[src/rtl/l7_pkg.sv]
// Shared constants and types for the layer-7 scan sequencer: phase codes,
// FSM state encoding and the delayed-coordinate bundle.
package l7_pkg;

  localparam int DIM_DEF   = 16;
  localparam int DELAY_DEF = 5;

  localparam logic [2:0] PH_IDLE   = 3'd0;
  localparam logic [2:0] PH_LOAD   = 3'd1;
  localparam logic [2:0] PH_WRITE  = 3'd2;
  localparam logic [2:0] PH_KERNEL = 3'd3;
  localparam logic [2:0] PH_STORE  = 3'd4;

  localparam logic [2:0] S_IDLE    = 3'd0;
  localparam logic [2:0] S_LOAD    = 3'd1;
  localparam logic [2:0] S_WRITE   = 3'd2;
  localparam logic [2:0] S_DRAIN_W = 3'd3;
  localparam logic [2:0] S_KERNEL  = 3'd4;
  localparam logic [2:0] S_STORE   = 3'd5;
  localparam logic [2:0] S_DRAIN_S = 3'd6;

  typedef struct packed {
    logic       valid;
    logic [4:0] x;
    logic [4:0] y;
  } coord_t;

  // Drains report the phase they are draining so downstream decode stays put.
  function automatic logic [2:0] phase_of(input logic [2:0] state);
    case (state)
      S_LOAD:              phase_of = PH_LOAD;
      S_WRITE, S_DRAIN_W:  phase_of = PH_WRITE;
      S_KERNEL:            phase_of = PH_KERNEL;
      S_STORE, S_DRAIN_S:  phase_of = PH_STORE;
      default:             phase_of = PH_IDLE;
    endcase
  endfunction

endpackage

[src/rtl/coord_delay_L7.sv]
// Enable-gated shift register that delays the {valid, x, y} bundle to line
// up with the MAC pipeline; synchronous clear.
module coord_delay_L7
  import l7_pkg::*;
#(
  parameter int DELAY = DELAY_DEF
) (
  input  logic   clk,
  input  logic   clr_i,
  input  logic   en_i,
  input  coord_t d_i,
  output coord_t q_o
);

  generate
    for (genvar gi = 0; gi < DELAY; gi++) begin : g_stage
      coord_t stage_q;
      if (gi == 0) begin : g_head
        always_ff @(posedge clk) begin
          if (clr_i)     stage_q <= '0;
          else if (en_i) stage_q <= d_i;
        end
      end else begin : g_tail
        always_ff @(posedge clk) begin
          if (clr_i)     stage_q <= '0;
          else if (en_i) stage_q <= g_stage[gi-1].stage_q;
        end
      end
    end
  endgenerate

  assign q_o = g_stage[DELAY-1].stage_q;

endmodule

[src/rtl/l7_scan_sequencer.sv]
// Layer-7 loop sequencer: sweeps DIMxDIM tile coordinates through the
// load/write/kernel/store phases and emits a pipeline-aligned delayed copy.
module l7_scan_sequencer
  import l7_pkg::*;
#(
  parameter int DIM      = DIM_DEF,
  parameter int DELAY    = DELAY_DEF,
  parameter int K_PASSES = 3,
  parameter int Z_PASSES = 3
) (
  input  logic       clk,
  input  logic       rst,
  input  logic       start,
  input  logic       hold,
  output logic [4:0] x,
  output logic [4:0] y,
  output logic [4:0] x_Reg5,
  output logic [4:0] y_Reg5,
  output logic [2:0] u,
  output logic [1:0] k,
  output logic [1:0] z,
  output logic       L_zero,
  output logic       valid,
  output logic       valid_Reg5,
  output logic       busy,
  output logic       done
);

  localparam logic [4:0]    LAST       = 5'(DIM - 1);
  localparam int            DW         = (DELAY > 1) ? $clog2(DELAY) : 1;
  localparam logic [DW-1:0] DRAIN_LAST = DW'(DELAY - 1);
  localparam logic [1:0]    K_LAST     = 2'(K_PASSES - 1);
  localparam logic [1:0]    Z_LAST     = 2'(Z_PASSES - 1);

  logic [2:0]    state_q, state_d;
  logic [4:0]    x_q, x_d, y_q, y_d;
  logic [1:0]    pass_q, pass_d;
  logic [DW-1:0] drain_q, drain_d;
  logic          done_q, done_d;

  logic       wrap;
  logic [4:0] x_nx, y_nx;
  logic [1:0] last_pass;
  coord_t     live, delayed;

  assign wrap = (x_q == LAST) && (y_q == LAST);

  always_comb begin
    last_pass = 2'd0;
    case (state_q)
      S_LOAD:   last_pass = 2'd1;
      S_KERNEL: last_pass = K_LAST;
      S_STORE:  last_pass = Z_LAST;
      default:  last_pass = 2'd0;
    endcase
  end

  // y is the inner counter, x the outer.
  always_comb begin
    if (y_q == LAST) begin
      y_nx = 5'd0;
      x_nx = (x_q == LAST) ? 5'd0 : x_q + 5'd1;
    end else begin
      y_nx = y_q + 5'd1;
      x_nx = x_q;
    end
  end

  always_comb begin
    state_d = state_q;
    x_d     = x_q;
    y_d     = y_q;
    pass_d  = pass_q;
    drain_d = drain_q;
    done_d  = 1'b0;
    case (state_q)
      S_IDLE: begin
        if (start) begin
          state_d = S_LOAD;
          x_d     = 5'd0;
          y_d     = 5'd0;
          pass_d  = 2'd0;
        end
      end
      S_LOAD, S_WRITE, S_KERNEL, S_STORE: begin
        x_d = x_nx;
        y_d = y_nx;
        if (wrap) begin
          if (pass_q == last_pass) begin
            pass_d  = 2'd0;
            drain_d = '0;
            case (state_q)
              S_LOAD:   state_d = S_WRITE;
              S_KERNEL: state_d = S_STORE;
              S_WRITE: begin
                state_d = S_DRAIN_W;
                x_d     = x_q;
                y_d     = y_q;
              end
              default: begin
                // STORE drain keeps the final z visible.
                state_d = S_DRAIN_S;
                x_d     = x_q;
                y_d     = y_q;
                pass_d  = pass_q;
              end
            endcase
          end else begin
            pass_d = pass_q + 2'd1;
          end
        end
      end
      S_DRAIN_W: begin
        if (drain_q == DRAIN_LAST) begin
          state_d = S_KERNEL;
          x_d     = 5'd0;
          y_d     = 5'd0;
          pass_d  = 2'd0;
          drain_d = '0;
        end else begin
          drain_d = drain_q + 1'b1;
        end
      end
      S_DRAIN_S: begin
        if (drain_q == DRAIN_LAST) begin
          state_d = S_IDLE;
          x_d     = 5'd0;
          y_d     = 5'd0;
          pass_d  = 2'd0;
          drain_d = '0;
          done_d  = 1'b1;
        end else begin
          drain_d = drain_q + 1'b1;
        end
      end
      default: state_d = S_IDLE;
    endcase
  end

  // Start is honoured in IDLE even under hold; everything else freezes.
  always_ff @(posedge clk) begin
    if (rst) begin
      state_q <= S_IDLE;
      x_q     <= 5'd0;
      y_q     <= 5'd0;
      pass_q  <= 2'd0;
      drain_q <= '0;
      done_q  <= 1'b0;
    end else begin
      done_q <= 1'b0;
      if (!hold || state_q == S_IDLE) begin
        state_q <= state_d;
        x_q     <= x_d;
        y_q     <= y_d;
        pass_q  <= pass_d;
        drain_q <= drain_d;
        done_q  <= done_d;
      end
    end
  end

  assign live.valid = (state_q == S_LOAD) || (state_q == S_WRITE) ||
                      (state_q == S_KERNEL) || (state_q == S_STORE);
  assign live.x = x_q;
  assign live.y = y_q;

  coord_delay_L7 #(.DELAY(DELAY)) u_delay (
    .clk   (clk),
    .clr_i (rst || (done_d && !hold)),
    .en_i  (!hold),
    .d_i   (live),
    .q_o   (delayed)
  );

  assign x          = x_q;
  assign y          = y_q;
  assign valid      = live.valid;
  assign x_Reg5     = delayed.x;
  assign y_Reg5     = delayed.y;
  assign valid_Reg5 = delayed.valid;
  assign u          = phase_of(state_q);
  assign k          = (state_q == S_KERNEL) ? pass_q + 2'd1 : 2'd0;
  assign z          = (state_q == S_STORE || state_q == S_DRAIN_S) ? pass_q : 2'd0;
  assign L_zero     = (state_q == S_LOAD) ? pass_q[0] : 1'b0;
  assign busy       = (state_q != S_IDLE);
  assign done       = done_q;

endmodule

[config.mk]
export PLATFORM = sky130hd
export DESIGN_NAME = l7_scan_sequencer
export DESIGN_NICKNAME = d
export VERILOG_FILES = /design/src/rtl/l7_pkg.sv /design/src/rtl/coord_delay_L7.sv /design/src/rtl/l7_scan_sequencer.sv
export SDC_FILE = /design/constraint.sdc
export NUM_CORES = 1
export LEC_CHECK = 0
export ABC_CLOCK_PERIOD_IN_PS = 2700
export CAP_MARGIN = 20
export CORE_MARGIN = 3
export CORE_UTILIZATION = 40
export DETAILED_ROUTE_END_ITERATION = 8
export HOLD_SLACK_MARGIN = 0.15
export PLACE_DENSITY = 0.57
export SLEW_MARGIN = 20
export SYNTH_ARGS = -nofsm -noshare
export SYNTH_HDL_FRONTEND = slang
export SYNTH_SLANG_ARGS = --single-unit
[constraint.sdc]
create_clock -name clk -period 2.7 [get_ports clk]
set_clock_uncertainty 0.15 [all_clocks]
set_input_delay 0.405 -clock clk [delete_from_list [all_inputs] [get_ports clk]]
set_output_delay 0.405 -clock clk [all_outputs]
set_load 0.05 [all_outputs]
## After elaboration in Yosys (flattened, before gate mapping)

Cells that the tools add are included.

- Add/subtract/negate cells: 4
- Equal/unequal tests: 18
- Muxes and demuxes: 37
- Bitwise operators: 1
- Reductions and logical operators: 25

Operator list:

| kind | number |
|---|---|
| two-way mux 5 bit | 11 |
| one-hot mux 5 bit (3 select lines) | 2 |
| two-way mux 3 bit | 8 |
| one-hot mux 3 bit (4 select lines) | 2 |
| two-way mux 2 bit | 7 |
| equality test 3 bit (second input constant) | 4 |
| AND reduction 6 bit | 2 |
| OR reduction 2 bit | 6 |
| adder 5 x 1 -> 5 bit (second input constant) | 2 |
| equality test 5 x 4 -> 1 bit (second input constant) | 2 |
| != test 2 bit (second input constant) | 5 |
| one-hot mux 3 bit (3 select lines) | 1 |
| equality test 3 x 2 -> 1 bit (second input constant) | 2 |
| logical OR 1 bit | 6 |
| one-hot mux 2 bit (3 select lines) | 1 |
| one-hot mux 3 bit (2 select lines) | 1 |
| nonzero test 3 bit | 2 |
| AND reduction 5 bit | 1 |
| != test 4 bit (second input constant) | 1 |
| one-hot mux 2 bit (2 select lines) | 1 |
| AND reduction 4 bit | 1 |
| OR reduction 4 bit | 1 |
| adder 3 x 1 -> 3 bit (second input constant) | 1 |
| equality test 3 x 1 -> 1 bit (second input constant) | 1 |
| 11 further kinds | 14 |

- Register bits after elaboration: 74
- Bits of input ports: 4
- Output and inout port bits: 32
- Word-level logic and storage cells: 106

## Longest topological paths before layout

- Depth after elaboration: 7
- Gate-level depth with buffers: 9
- Mapped depth without buffers: 7

## Hierarchy

Synthesis repeated with hierarchy kept, for this count alone.

- Cell total of the unflattened synthesis: 351
- Area total of the unflattened synthesis: 3,370.7 um^2

Modules (own cells, without submodules):

| module | times used | cells an instance | area each (um^2) | seq. area each (um^2) |
|---|---|---|---|---|
| coord_delay_L7 | 1 | 177 | 1,994.4 | 1,101.1 |
| l7_scan_sequencer | 1 | 174 | 1,376.3 | 380.4 |

## Worst setup path after synthesis

No wires, ideal clock.

- Kind: flip-flop to flip-flop
- From: reg y_q[0] (netlist: y[0])
- To: reg state_q[1]
- Library setup time: 0.070 ns
- Data arrival time: 2.224 ns
- Data required time: 2.480 ns
- Setup slack: 0.256 ns
- Cell stages (with the launch flop): 7
- Path buffers: 0
- Period minus slack after synthesis: 2.444 ns
- Path through: dfxtp_1 ha_1 nand4b_1 nor2_1 a31oi_1 or4_1 a21oi_1

- Word-level cells in the longest chain between the ends: 4

Ends and longest elaborated chain:

| item | line | source |
|---|---|---|
| from (decl) | l7_scan_sequencer.sv:36 | `logic [4:0] x_q, x_d, y_q, y_d;` |
| from (signal assigned) | l7_scan_sequencer.sv:154 | `y_q <= y_d;` |
| equality test 5 x 4 -> 1 bit | l7_scan_sequencer.sv:46 | `assign wrap = (x_q == LAST) && (y_q == LAST);` |
| logical AND 1 bit | l7_scan_sequencer.sv:46 |  |
| != test 2 bit (no source line) | -- |  |
| AND reduction 6 bit (no source line) | -- |  |
| to (signal assigned) | l7_scan_sequencer.sv:152 | `state_q <= state_d;` |
| to (decl) | l7_scan_sequencer.sv:35 | `logic [2:0] state_q, state_d;` |

No other way between the ends.
A chain may end at the register's enable or synchronous reset.

## Worst setup path in the final report

- From: reg state_q[1]
- To: out busy

- Word-level cells in the longest chain between the ends: 1

Ends and longest elaborated chain:

| item | line | source |
|---|---|---|
| nonzero test 3 bit | l7_scan_sequencer.sv:185 | `assign busy = (state_q != S_IDLE);` |
| to (decl) | l7_scan_sequencer.sv:25 | `output logic busy,` |

No other way between the ends.

==> flow_summary.json <==
{
  "status": "completed",
  "grt_max_degree": 56,
  "dpl.cell_count": 469,
  "crit_path_start_kind": "flip-flop",
  "synth_area_per_cell_um2": 9.40,
  "rr_startpoint": "state_q[0]$_SDFFE_PP0P_",
  "cts.sinks": 74,
  "globalRouteMet2Util_pct": 23.3,
  "num-fill-cells": 762,
  "critPathRequiredTime_ns": 2.14,
  "drt_iter0_drc": 131,
  "postCtsSetupRepairBufs": 0,
  "vias": 2504,
  "synth_ff_type": "dfxtp_1",
  "ctsHoldBuffers": 0,
  "reg2reg_slack_ns": 0.37,
  "gp_congestion": 0.893,
  "synthAdderAreaFrac_pct": 2.27,
  "met3_usage_pct": 3.44,
  "grt_use_total_pct": 15.1,
  "final_max_slew_viol_count": 0,
  "max_slew_margin_pct": 43.7,
  "initial_utilization_pct": 41.7,
  "grt_antenna_before_repair": 0,
  "maxCapViolations": 0,
  "drive_gt1_share_pct": 10.7,
  "clock_tree.root_cell": "clkbuf_8",
  "worstReg2RegEnd": "state_q[1]$_SDFFE_PP0P_",
  "multi_input_area_mm2": 0.00161,
  "portBuffers": 35,
  "die_h_um": 96.2,
  "vdd_drop_max_uv": 427,
  "cts_buffers": 9,
  "synth_top_family_by_area": "simple AND/OR/NAND/NOR gates",
  "ff_latch_area_mm2": 0.00148,
  "final_cells": 485,
  "grt_use_met1_pct": 19.5,
  "antenna_left": 0,
  "end_kind": "output port",
  "cts.htree.levels": 3,
  "synth_xor_area_share_pct": 1.35,
  "first_global_vias": 2410,
  "layout.nets": 387,
  "syn_area_mm2": 0.00325,
  "muxShareOfSynthArea_pct": 16.6,
  "synthCells": 346,
  "grt_pass1_wl_um": 10900,
  "post_cts_resized": 0,
  "path_max_fanout": 11,
  "syn2layout_area_growth_pct": 18.8,
  "cp-startpoint": "state_q[1]$_SDFFE_PP0P_",
  "fmax_mhz": 398,
  "cp_data_arrival_time_ns": 1.96,
  "ys_seq_area_share_pct": 45.5,
  "top_usage_layer": "met2",
  "syn_nets": 355,
  "synth_compound_area_share_pct": 10.1,
  "die_area_mm2": 0.00925,
  "routed_wl_um": 6320,
  "power_mw": 2.87,
  "fin_tns_setup_ns": 0,
  "post-route-min-period_ns": 2.51,
  "p_leak_nw": 1.55,
  "grt_overflow": 0,
  "rows": 32,
  "finalHoldViolations": 0,
  "drc_errors": 0,
  "cellPowerDensity_mw_per_mm2": 741,
  "fin_util_pct": 49.5,
  "hold_class": "in -> reg",
  "ys_ff_latch": 74,
  "worstSetupEndpoint": "busy",
  "r2r_cells": 7,
  "clockBufferDepth": 2,
  "crit_type": "reg -> out",
  "clk_pin_slew_ns": 0.08,
  "wl_per_cell_um": 13.0,
  "synth-simple-area-share_pct": 19.2,
  "synthArstFlopShare_pct": 0,
  "vias_per_cell": 5.16,
  "die_w_um": 96.2,
  "ioPinCount": 36,
  "cts_tree": "done",
  "yosysWarningCount": 0,
  "n_antenna_cell": 0,
  "tightestPinTransition_ns": 0.845,
  "synth_cell_type_count": 49,
  "core_mm2": 0.00781,
  "final-setup-viol-count": 0,
  "fin_crit_sh_pct": 93.0,
  "synth_edf_count": 0,
  "firstDrtPassIters": 4,
  "hpwlAfterDp_um": 4270,
  "rsz0062_at_grt": "no",
  "clock_latency_ns": 0.34
}
## Yosys cell counts (5+ instances only)
cell | n | share of area (%)
mux2i_1 | 54 | 17
o21ai_0 | 12 | 1.8
ha_1 | 5 | 1.9
buf_2 | 9 | 1.4
nor3_1 | 7 | 1.1
nand4_1 | 6 | 1.2
a21oi_1 | 10 | 1.5
nor2_1 | 61 | 7.0
inv_1 | 8 | 0.92
nand3_1 | 9 | 1.4
clkbuf_1 | 7 | 0.81
or4_1 | 6 | 1.4
nand2_1 | 11 | 1.3
dfxtp_1 | 74 | 46
## state kept, by name, indices dropped and copies added (netlist names)
name	count
u_delay.g_stage.stage_q	44
u_delay.q_o	11
state_q	3
done	1
pass_q	2
y	5
x	5
drain_q	3
## layer usage
layer / share of wire [%] / wire length [µm]
met1: 50 / 3160
met2: 43 / 2750
met3: 4.0 / 254
met4: 2.4 / 150
met5: 0 / 0
## cell type report
class / instances / share of cell area, %
clock buffer: 10 / 3.30
inverter: 10 / 0.971
sequential: 74 / 38.3
tap: 102 / 3.30
timing repair buffer: 45 / 10.7
clock inverter: 6 / 1.75
multi-input combinational: 238 / 41.7
## power breakdown
group / switching [mW] / internal [mW]
clock: 0.401 / 0.428
sequential: 0.0474 / 1.12
combinational: 0.566 / 0.303
total: 1.01 / 1.85
## cell usage in the layout, fill, tap and decap left out, drive strengths merged, types with 3 or more instances in the layout
| cell | n |
|---|---|
| ha | 5 |
| clkdlybuf4s50 | 25 |
| or3 | 3 |
| a21oi | 10 |
| and2 | 3 |
| a31oi | 3 |
| o21ai | 13 |
| o32ai | 3 |
| clkinv | 5 |
| nand2 | 12 |
| nand2b | 4 |
| o31ai | 4 |
| and3 | 3 |
| nor2b | 3 |
| xor2 | 3 |
| nand3 | 9 |
| nor2 | 61 |
| clkbuf | 10 |
| nor3 | 7 |
| dfxtp | 74 |
| buf | 20 |
| inv | 8 |
| or4 | 6 |
| nand4b | 3 |
| nand4 | 6 |
| mux2i | 54 |
## cells by family after synthesis
logic type | Yosys count
AO/OA/AOI/OAI | 48
flip-flops | 74
multiplexers | 54
XOR/XNOR | 5
buffers and inverters | 34
adder cells (fa/ha/maj) | 6
AND/OR/NAND/NOR | 125
## worst min-delay path by stage
stage | cells after the start | start | to | slack (ns)
floorplan | 2 | u_delay.g_stage[0].stage_q[10]$_SDFFE_PP0N_ | u_delay.g_stage[0].stage_q[10]$_SDFFE_PP0N_ | 0.31
global placement | 2 | u_delay.g_stage[0].stage_q[6]$_SDFFE_PP0N_ | u_delay.g_stage[1].stage_q[6]$_SDFFE_PP0N_ | 0.32
detailed placement | 2 | u_delay.g_stage[2].stage_q[2]$_SDFFE_PP0N_ | u_delay.g_stage[3].stage_q[2]$_SDFFE_PP0N_ | 0.33
CTS | 3 | hold | u_delay.g_stage[0].stage_q[4]$_SDFFE_PP0N_ | 0.24
global route | 3 | hold | u_delay.g_stage[0].stage_q[4]$_SDFFE_PP0N_ | 0.26
finish | 3 | hold | u_delay.g_stage[0].stage_q[4]$_SDFFE_PP0N_ | 0.25
## stage by stage
stage                     setup slack (ns)  area (µm²)  hold WS [ns]
after CTS                            0.166        3860         0.239
after detailed placement             0.399        3670         0.329
final                                0.188        3860         0.250
after global routing                0.0831        3860         0.263
after global placement               0.467        3670         0.316
after floorplan                      0.256        3250         0.308
## worst max-delay path, cell delays in order (launching register included)
cell             delay, ns
dfxtp_1               0.53
or3_4                 0.26
clkdlybuf4s50_1       0.82
Note: power is estimated with default switching activity, not from simulation.
